==> src/rtl/mul_sequencer.sv <==
// Multi-cycle radix-2 shift-add multiplier for MUL/MULH in the EX stage.
// It stalls the pipeline while it works and strobes the product for one cycle.
module mul_sequencer #(
    parameter int XLEN = 32
) (
    input  logic            i_clk,
    input  logic            i_rst,
    input  logic            i_valid,
    input  logic [3:0]      i_alu_ctrl,
    input  logic [XLEN-1:0] i_op_a,
    input  logic [XLEN-1:0] i_op_b,
    input  logic            i_flush,
    output logic            o_stall,
    output logic [XLEN-1:0] o_result,
    output logic            o_result_valid,
    output logic [1:0]      o_state
);
    localparam int CW = $clog2(XLEN);

    typedef enum logic [1:0] {
        S_IDLE = 2'd0,
        S_CALC = 2'd1,
        S_FIX  = 2'd2,
        S_DONE = 2'd3
    } state_t;

    state_t            r_state;
    logic              r_op_hi;
    logic              r_neg;
    logic [2*XLEN-1:0] r_acc;
    logic [2*XLEN-1:0] r_mcand;
    logic [XLEN-1:0]   r_mplier;
    logic [XLEN-1:0]   r_result;
    logic              r_result_valid;
    logic [CW-1:0]     r_count;

    logic              w_hi;
    logic              w_start;
    logic              w_sa;
    logic              w_sb;
    logic              w_zero;
    logic [XLEN-1:0]   w_mag_a;
    logic [XLEN-1:0]   w_mag_b;
    logic [2*XLEN-1:0] w_fixed;

    // Handshake: a multiply is accepted only from IDLE; the EX stage keeps the
    // instruction presented while o_stall=1 and advances on the o_result_valid cycle.
    assign w_hi    = (i_alu_ctrl == 4'b0101);
    assign w_start = i_valid && ((i_alu_ctrl == 4'b0100) || w_hi) &&
                     (r_state == S_IDLE) && !i_flush;
    assign w_sa    = i_op_a[XLEN-1] & w_hi;
    assign w_sb    = i_op_b[XLEN-1] & w_hi;
    assign w_mag_a = w_sa ? (~i_op_a + 1'b1) : i_op_a;
    assign w_mag_b = w_sb ? (~i_op_b + 1'b1) : i_op_b;
    assign w_zero  = (i_op_a == '0) || (i_op_b == '0);
    assign w_fixed = r_neg ? (~r_acc + 1'b1) : r_acc;

    assign o_stall        = w_start || (r_state == S_CALC) || (r_state == S_FIX);
    assign o_result       = r_result;
    assign o_result_valid = r_result_valid;
    assign o_state        = r_state;

    always_ff @(posedge i_clk) begin
        if (i_rst) begin
            r_state        <= S_IDLE;
            r_op_hi        <= 1'b0;
            r_neg          <= 1'b0;
            r_acc          <= '0;
            r_mcand        <= '0;
            r_mplier       <= '0;
            r_result       <= '0;
            r_result_valid <= 1'b0;
            r_count        <= '0;
        end else if (i_flush) begin
            r_state        <= S_IDLE;
            r_result_valid <= 1'b0;
        end else begin
            r_result_valid <= 1'b0;
            case (r_state)
                S_IDLE: begin
                    if (w_start) begin
                        r_op_hi  <= w_hi;
                        r_neg    <= w_sa ^ w_sb;
                        r_mcand  <= {{XLEN{1'b0}}, w_mag_a};
                        r_mplier <= w_mag_b;
                        r_acc    <= '0;
                        r_count  <= '0;
                        // A zero operand needs no iterations; the product is zero.
                        if (w_zero) begin
                            r_result       <= '0;
                            r_result_valid <= 1'b1;
                            r_state        <= S_DONE;
                        end else begin
                            r_state <= S_CALC;
                        end
                    end
                end
                S_CALC: begin
                    if (r_mplier[0]) begin
                        r_acc <= r_acc + r_mcand;
                    end
                    r_mcand  <= r_mcand << 1;
                    r_mplier <= r_mplier >> 1;
                    r_count  <= r_count + 1'b1;
                    if (r_count == CW'(XLEN - 1)) begin
                        r_state <= S_FIX;
                    end
                end
                S_FIX: begin
                    r_acc          <= w_fixed;
                    r_result       <= r_op_hi ? w_fixed[2*XLEN-1:XLEN] : w_fixed[XLEN-1:0];
                    r_result_valid <= 1'b1;
                    r_state        <= S_DONE;
                end
                S_DONE: begin
                    r_state <= S_IDLE;
                end
                default: begin
                    r_state <= S_IDLE;
                end
            endcase
        end
    end
endmodule

==> config.mk <==
export PLATFORM = sky130hd
export DESIGN_NAME = mul_sequencer
export DESIGN_NICKNAME = d
export VERILOG_FILES = /design/src/rtl/mul_sequencer.sv
export SDC_FILE = /design/constraint.sdc
export NUM_CORES = 1
export LEC_CHECK = 0
export BUFFER_PORTS_ARGS = -buffer_cell sky130_fd_sc_hd__buf_2
export CORE_ASPECT_RATIO = 0.6
export CORE_MARGIN = 4
export CORE_UTILIZATION = 35
export DETAILED_ROUTE_END_ITERATION = 10
export PLACE_DENSITY = 0.51
export SYNTH_ARGS = -nofsm -noshare
export SYNTH_HDL_FRONTEND = slang
export SYNTH_SLANG_ARGS = --single-unit
==> constraint.sdc <==
create_clock -name i_clk -period 3.7 [get_ports i_clk]
set_input_delay 0.37 -clock i_clk [delete_from_list [all_inputs] [get_ports i_clk]]
set_output_delay 0.37 -clock i_clk [all_outputs]
set_load 0.005 [all_outputs]
# == Yosys cells after proc, flatten, opt, wreduce, memory -nomap -nowiden ==
# Index checks and enable logic that the tools add are counted.
# op_classes
muxes,23
eq_ne,10
bitwise_logic,7
n_addsub,5
reduce_logical,20
# op_table
operator,n
$mux W64,4
$mux W32,6
$pmux W64 S3,1
$pmux W32 S2,2
$pmux W64 S2,1
$add A32 B1 Y32 const B,2
$add A64 B1 Y64 const B,1
$add A64 B64 Y64,1
$logic_not A32 Y1,2
$not A32 Y32,2
$not A64 Y64,1
$pmux W5 S2,1
$eq A4 B3 Y1 const B,2
$pmux W2 S4,1
$reduce_and A4 Y1,2
$mux W2,3
$ne A2 B2 Y1 const B,3
$reduce_and A3 Y1,2
$add A5 B1 Y5 const B,1
$eq A5 B5 Y1 const B,1
$mux W5,1
$eq A2 B2 Y1 const B,2
$logic_or A1 B1 Y1,4
$reduce_bool A2 Y1,2
13 further kinds,17
# totals
register_bits,202

# == Depth between registers and ports, before layout ==
# Gate-level depths: netlist (run 1).
# depth
depth_word,7
depth_mapped,14
depth_no_buf,13

# == Worst setup path before layout (run 1) ==
# No wires, ideal clock.
# synth_timing
path_kind,register -> register
start,register r_acc[26]
end,"register r_result[19], in the netlist o_result[19]"
stages_incl_launch_ff,11
t_required_ns,3.583
slack_ns,0.397
n_path_buf,1
period_less_slack_ns,3.303
t_arrival_ns,3.186
path_cell_list,dfxtp_1 > or4_4 > or3_4 > or3_4 > or4_4 > buf_6 > or3_4 > o31ai_4 > xor2_1 > a21oi_1 > a22o_1
# synth_via
elab_chain_len,5
# synth_rtl
item,line_no,text
"start, declared",30,logic [2*XLEN-1:0] r_acc;
"start signal, assigned",100,r_acc <= r_acc + r_mcand;
"start signal, assigned",110,r_acc <= w_fixed;
$not A64 Y64,56,assign w_fixed = r_neg ? (~r_acc + 1'b1) : r_acc;
$add A64 B1 Y64,56,
$mux W64,56,
$mux W32,111,r_result <= r_op_hi ? w_fixed[2*XLEN-1:XLEN] : w_fixed[XLEN-1:0];
$pmux W32 S2,79,case (r_state)
"end signal, assigned",111,
"end, declared",33,logic [XLEN-1:0] r_result;
# No other way between the ends.
# A chain may end at the register's enable or synchronous reset.

# == Worst setup path after layout (run 1) ==
# layout_timing
start,register r_acc[15]
end,register r_acc[58]
# layout_via
elab_chain_len,4
elab_cells_between_ends,6
cone_classes,add/sub (2); mux (3); bitwise (1)
# layout_rtl
item,line_no
$not A64 Y64,56
$add A64 B1 Y64,56
$mux W64,56
$pmux W64 S3 *,79
# Mark *: on every way between the ends. The rest lies on a longest branch, timed or not. The select of a mux whose other input is x is not followed.

==> impl_metrics.env, run 1 <==
export IMPL_cts_max_level=1
export IMPL_die_h_um=169
export IMPL_fin_crit_sh_pct=97.8
export IMPL_final_cell_mix="382 x nand2_1, 257 x a21oi_1, 200 x dfxtp_1"
export IMPL_clock_path_buffers=3
export IMPL_ant_nets=0
export IMPL_grt_start_max_net_pins=65
export IMPL_p_leak_nw=6.87
export IMPL_final_common_cell="nand2_1"
export IMPL_holdBufCountCts=0
export IMPL_syn_area_um2=15200
export IMPL_worst_pin_slew_ps=1220
export IMPL_vias=16400
export IMPL_yosysSeqAreaShare_pct=26.7
export IMPL_cts_tree="yes"
export IMPL_placed_area_um2=16900
export IMPL_globalRoute_totalOverflow=0
export IMPL_rrSetupSlack_ps=80
export IMPL_syn_to_final_growth_pct=17.7
export IMPL_crit_required_ps=4190
export IMPL_irDropWorstVdd_v=0.000234
export IMPL_reg2reg_depth=12
export IMPL_dp_cells=2803
export IMPL_setup_viol=0
export IMPL_antenna_found_initial=2
export IMPL_gp_congestion=0.984
export IMPL_power_density_nw_per_um2=284
export IMPL_drt_iter0_drc=1734
export IMPL_drive_gt1_share_pct=14.1
export IMPL_critPathKind="reg -> reg"
export IMPL_rows=58
export IMPL_final_nets=2405
export IMPL_die_w_um=277
export IMPL_final_cell_area_um2=17800
export IMPL_yosys_area_top_type="dfxtp_1"
export IMPL_worstPathMaxFanout=7
export IMPL_critPathMaxStageDelay_ps=430
export IMPL_rsz0062_at_grt="true"
export IMPL_die_area_um2=46800
export IMPL_drc_errors=0
export IMPL_met3_usage_pct=6.74
export IMPL_min_period_ps=3620
export IMPL_dp_slack_ps=22.7
export IMPL_hpwl_um=44300
export IMPL_clk_insertion_delay_late_ps=550
export IMPL_crit_slowest_cell="ha_1"
export IMPL_path_clk_slew_ps=70
export IMPL_endpoint_kind="flip-flop"
export IMPL_ys_top_cells_by_area="dfxtp_1 27%, nand2_1 9.5%, a21oi_1 8.6%, ha_1 5.9%, xnor2_1 5.6%"
export IMPL_cts_inserted_buffers=24
export IMPL_synth_top_area_share_pct=26.7
export IMPL_grt_pass1_vias=14800
export IMPL_final_max_slew_viol_count=0
export IMPL_reg2reg_to="r_acc[58]$_SDFFE_PP0P_"
export IMPL_insertedDiodeCount=0
export IMPL_placeableCoreArea_um2=42300
export IMPL_clock_skew_ps=16.6
export IMPL_dominantRegCellSynth="dfxtp_1"
export IMPL_drtPass1Iterations=6
export IMPL_path_common_cell="and3_1"
export IMPL_post_route_util_pct=42.2
export IMPL_hold_path_class="in -> reg"
export IMPL_root_buffer="clkbuf_16"
export IMPL_synth_edf_count=0
export IMPL_timing_hold_ws_ps=83.6
export IMPL_synth_cell_types=75
export IMPL_hold_violations=0
export IMPL_cp_endpoint="r_acc[58]$_SDFFE_PP0P_"
export IMPL_instances_no_fill=2848
export IMPL_wire_per_inst_um=20.5
export IMPL_max_freq_mhz=276
export IMPL_cp_arrival_ps=4110
export IMPL_ys_warn_count=0
export IMPL_startpoint="r_acc[15]$_SDFFE_PP0P_"
export IMPL_start_kind="flip-flop"
export IMPL_grt_pass1_wl_um=88600
export IMPL_synth_nets=2286
export IMPL_start_util_pct=35.8
export IMPL_cap_violations=0
export IMPL_port_buffers=107
export IMPL_crit_reg2reg_launch="r_acc[15]$_SDFFE_PP0P_"
export IMPL_worst_slack_ps=80.8
export IMPL_slew_headroom_pct=18.1
export IMPL_syn_inst=2141
export IMPL_async_flop_share_pct=0
export IMPL_ys_ff_latch=202
export IMPL_wl_um=58500
export IMPL_use_met2_pct=30.9
export IMPL_numClockSinks=202
export IMPL_grt_use_total_pct=23.7
export IMPL_busiest_layer="met1"
export IMPL_fin_setup_tns_ps=0
export IMPL_status="complete, no violations"
export IMPL_viasPerCell=5.76
export IMPL_grt_util_met1_pct=38.2
export IMPL_power_mw=5.08
export IMPL_synth_avg_cell_area_um2=7.08
export IMPL_crit_chain="ha_1, and3_1, nor3b_1, nand2_1, and3_1, a2111oi_2, buf_4, nor3_1, o31a_1, o221a_4, or4_1, nand3_1"
export IMPL_ios=108
==> cell families (layout without fill, tap and decap cells) <==
kind of cell | Yosys count | after routing | synth area share [%]
adders and majority gates | 73 | 73 | 6.08
AOI/OAI and AO/OA | 678 | 678 | 27.6
DFF | 202 | 202 | 26.7
and+or+nand+nor | 831 | 831 | 24.7
muxes | 3 | 3 | 0.198
xor gates and xnor gates | 177 | 177 | 10.2
buffers and inverters | 177 | 314 | 4.47
==> Yosys cell counts (all sizes together), types with 16 or more instances <==
| cell | count |
|---|---|
| clkbuf | 133 |
| xor2 | 80 |
| a21oi | 259 |
| a21o | 28 |
| nand4 | 20 |
| dfxtp | 202 |
| ha | 72 |
| or3 | 22 |
| nor3 | 62 |
| nand3 | 74 |
| o21ai | 165 |
| o31ai | 35 |
| inv | 32 |
| a22o | 28 |
| o22ai | 19 |
| a31oi | 18 |
| nand2b | 16 |
| nor2 | 161 |
| and3 | 17 |
| nand2 | 383 |
| nor4 | 20 |
| xnor2 | 97 |
==> final cells by class <==
cell class	count	area (µm²)
clock buffers	35	723
clock inverters	9	125
fillers	4373	24500
inverters	32	120
multi-input cells	1762	10600
flip-flops and latches	202	4050
well taps	570	713
repair buffers	238	1550
==> power by group <==
| group | switching (mW) | internal (mW) | total, mW |
|---|---|---|---|
| logic | 0.177 | 0.0964 | 0.274 |
| registers | 0.00715 | 2.18 | 2.19 |
| clock network | 1.05 | 1.56 | 2.61 |
==> worst max-delay path: cells and delay by family (launching register included) <==
| kind | cells | cell delay [ps] |
|---|---|---|
| adder cells (fa/ha/maj) | 1 | 430 |
| flip-flops | 1 | 390 |
| buffers and inverters | 1 | 160 |
| AND/OR/NAND/NOR | 7 | 1620 |
| AO/OA/AOI/OAI | 3 | 950 |
==> flip-flops by register name, indices dropped and copies added, names as in the netlist <==
| signal | flops |
|---|---|
| r_acc | 64 |
| r_mcand | 64 |
| o_result | 32 |
| r_mplier | 32 |
| r_count | 5 |
| o_state | 2 |
| o_result_valid | 1 |
| r_neg | 1 |
| r_op_hi | 1 |
==> how the worst min path moves through the flow <==
stage	start	cells past startpoint	endpoint
floorplan	r_mplier[8]$_SDFFE_PP0P_	2	r_mplier[8]$_SDFFE_PP0P_
global placement	r_mplier[8]$_SDFFE_PP0P_	2	r_mplier[8]$_SDFFE_PP0P_
detailed placement	r_mplier[8]$_SDFFE_PP0P_	2	r_mplier[8]$_SDFFE_PP0P_
CTS	i_flush	2	o_state[1]$_SDFFE_PP0P_
global route	i_flush	2	o_state[1]$_SDFFE_PP0P_
finish	i_flush	2	o_state[1]$_SDFFE_PP0P_
==> metal layers <==
metal,wire length [µm],part of all wire (%),vias to the layer above
li1,-,-,7942
met1,30200,52,7774
met2,21700,37,608
met3,5760,9.8,63
met4,859,1.5,4
met5,21,0.036,-
==> repair_timing <==
| item | 4_1_cts | 5_1_grt |
|---|---|---|
| pin swaps | 0 | 3 |
| hold endpoints to repair | 0 | 0 |
| resized for setup | 2 | 18 |
| endpoints found under the setup margin | 2 | 23 |
| buffers inserted | 0 | 1 |
(Power assumes the default switching activity.)
==> run 2: changes to the inputs <==
- CTS_BUF_LIST: unset -> sky130_fd_sc_hd__clkbuf_4
==> run 2 against run 1 <==
  * Wire length is 1.4% higher
  * Worst setup slack better by 71 ps
  * Critical path type unchanged
  * Highest routed layer unchanged
  * Sequential share of layout area hardly changed
  * Critical endpoint is now r_acc[43]$_SDFFE_PP0P_
  * Total power is 9.0% lower
  * Clock power is 18% lower
  * Utilization is 0.071 points lower
==> impl_metrics.env, run 2 (synthesized netlist as in run 1, its figures left out) <==
export IMPL_cp_endpoint="r_acc[43]$_SDFFE_PP0P_"
export IMPL_p_leak_nw=6.93
export IMPL_syn_to_final_growth_pct=17.5
export IMPL_drtPass1Iterations=6
export IMPL_power_density_nw_per_um2=259
export IMPL_crit_slowest_cell="dfxtp_1"
export IMPL_instances_no_fill=2918
export IMPL_crit_chain="ha_1, nand2_1, nor3_1, o2111ai_1, nand3_1, a21oi_1, o21ai_1, a211oi_1, buf_4, o31ai_1, xnor2_1, o22ai_1"
export IMPL_viasPerCell=5.70
export IMPL_drive_gt1_share_pct=15.8
export IMPL_rows=58
export IMPL_crit_required_ps=4330
export IMPL_grt_pass1_wl_um=89900
export IMPL_grt_use_total_pct=24.1
export IMPL_numClockSinks=202
export IMPL_antenna_found_initial=3
export IMPL_max_freq_mhz=282
export IMPL_grt_start_max_net_pins=65
export IMPL_die_h_um=169
export IMPL_setup_viol=0
export IMPL_final_cell_mix="382 x nand2_1, 257 x a21oi_1, 201 x dfxtp_1"
export IMPL_hold_violations=0
export IMPL_final_nets=2448
export IMPL_cap_violations=0
export IMPL_endpoint_kind="flip-flop"
export IMPL_cts_tree="yes"
export IMPL_power_mw=4.62
export IMPL_clk_insertion_delay_late_ps=770
export IMPL_multi_input_area_um2=10600
export IMPL_vias=16600
export IMPL_drt_iter0_drc=1698
export IMPL_ant_nets=0
export IMPL_dp_slack_ps=22.7
export IMPL_hpwl_um=44300
export IMPL_nFillCells=4436
export IMPL_grt_pass1_vias=15300
export IMPL_crit_cells=12
export IMPL_critPathKind="reg -> reg"
export IMPL_clock_path_buffers=3
export IMPL_rrSetupSlack_ps=150
export IMPL_die_w_um=277
export IMPL_cts_max_level=2
export IMPL_placeableCoreArea_um2=42300
export IMPL_root_buffer="clkbuf_4"
export IMPL_wire_per_inst_um=20.3
export IMPL_fin_setup_tns_ps=0
export IMPL_ios=108
export IMPL_dp_cells=2803
export IMPL_cts_inserted_buffers=57
export IMPL_die_area_um2=46800
export IMPL_start_kind="flip-flop"
export IMPL_worst_slack_ps=151
export IMPL_worst_pin_slew_ps=1210
export IMPL_min_period_ps=3550
export IMPL_cp_arrival_ps=4180
export IMPL_critPathMaxStageDelay_ps=400
export IMPL_hold_path_class="in -> reg"
export IMPL_path_clk_slew_ps=90
export IMPL_startpoint="r_acc[17]$_SDFFE_PP0P_"
export IMPL_cp_buffers_inverters=1
export IMPL_crit_family="compound AO/OA/AOI/OAI gates"
export IMPL_reg2reg_to="r_acc[43]$_SDFFE_PP0P_"
export IMPL_rsz0062_at_grt="false"
export IMPL_reg2reg_depth=12
export IMPL_gp_congestion=0.984
export IMPL_worstPathMaxFanout=6
export IMPL_crit_reg2reg_launch="r_acc[17]$_SDFFE_PP0P_"
export IMPL_status="complete, no violations"
export IMPL_final_max_slew_viol_count=0
export IMPL_final_common_cell="nand2_1"
export IMPL_fin_crit_sh_pct=95.9
export IMPL_reg_top3="r_acc (64), r_mcand (64)"
export IMPL_drc_errors=0
export IMPL_clock_skew_ps=43.8
export IMPL_seq_area_um2=4050
export IMPL_wl_um=59300
export IMPL_port_buffers=107
export IMPL_start_util_pct=35.8
export IMPL_globalRoute_totalOverflow=0
export IMPL_irDropWorstVdd_v=0.000150
export IMPL_slew_headroom_pct=18.8
run 2: cell types whose count changed in the layout (fill, tap and decap cells not counted), moves of 4 or more:
cell,delta
dlygate4sd3_1,+10
clkbuf_8,-6
clkbuf_1,-4
clkbuf_4,+86
clkbuf_16,-25
clkinv_1,+14
run 2: final cells by class:
| class | count | share of cell area (%) |
|---|---|---|
| clock inverter | 16 | 0.344 |
| timing repair buffer | 248 | 9.24 |
| sequential | 202 | 22.7 |
| multi-input combinational | 1762 | 59.4 |
| clock buffer | 86 | 3.62 |
| tap | 570 | 4.00 |
| antenna | 2 | 0.0281 |
| inverter | 32 | 0.674 |
run 2: timing repair:
action                     4_1_cts  5_1_grt
buffers inserted                 1        0
pin swaps                        1        2
cloned                           0        0
hold buffers                    10        0
hold endpoints to repair        11        0
gates resized for setup          1       18
setup endpoints to repair        2       20
run 2: where the power goes:
group / internal (mW) / switching [mW]
combinational: 0.103 / 0.179
sequential: 2.18 / 0.00711
clock: 1.05 / 1.10
total: 3.34 / 1.28
run 2: worst min path at each step:
stage | start | endpoint | slack (ps) | cells after the start
floorplan | r_mplier[8]$_SDFFE_PP0P_ | r_mplier[8]$_SDFFE_PP0P_ | 430 | 2
global placement | r_mplier[8]$_SDFFE_PP0P_ | r_mplier[8]$_SDFFE_PP0P_ | 430 | 2
detailed placement | r_mplier[8]$_SDFFE_PP0P_ | r_mplier[8]$_SDFFE_PP0P_ | 440 | 2
CTS | i_op_b[6] | r_mplier[6]$_SDFFE_PP0P_ | 6 | 5
global route | i_op_a[4] | r_mcand[4]$_SDFFE_PP0P_ | 50 | 5
finish | i_op_a[23] | r_mcand[23]$_SDFFE_PP0P_ | 70 | 5
run 2: worst reg2reg max path, delay by kind of cell (launching register included):
kind            cells  cell delay (ps)
compound gates      6             1430
simple gates        3              790
flops               1              400
fa+ha+maj           1              400
xor+xnor            1              250
buf+inv             1              160
run 2: metal layers:
metal | vias to the layer above | part of all wire, % | GRT usage, %
li1 | 8043 | - | -
met1 | 7848 | 51 | 38.2
met2 | 662 | 37 | 31.2
met3 | 69 | 11 | 7.62
met4 | 4 | 1.5 | 4.45
met5 | - | 0.042 | 0
run 2: through the flow:
stage | util, % | cell area [µm²] | hold slack, ps
2_1_floorplan | - | 15200 | 427
3_3_place_gp | 39.9 | 16900 | 435
3_5_place_dp | 39.9 | 16900 | 442
4_1_cts | 41.9 | 17700 | 5.85
5_1_grt | 42.1 | 17800 | 50.0
6_report | 42.1 | 17800 | 70.5
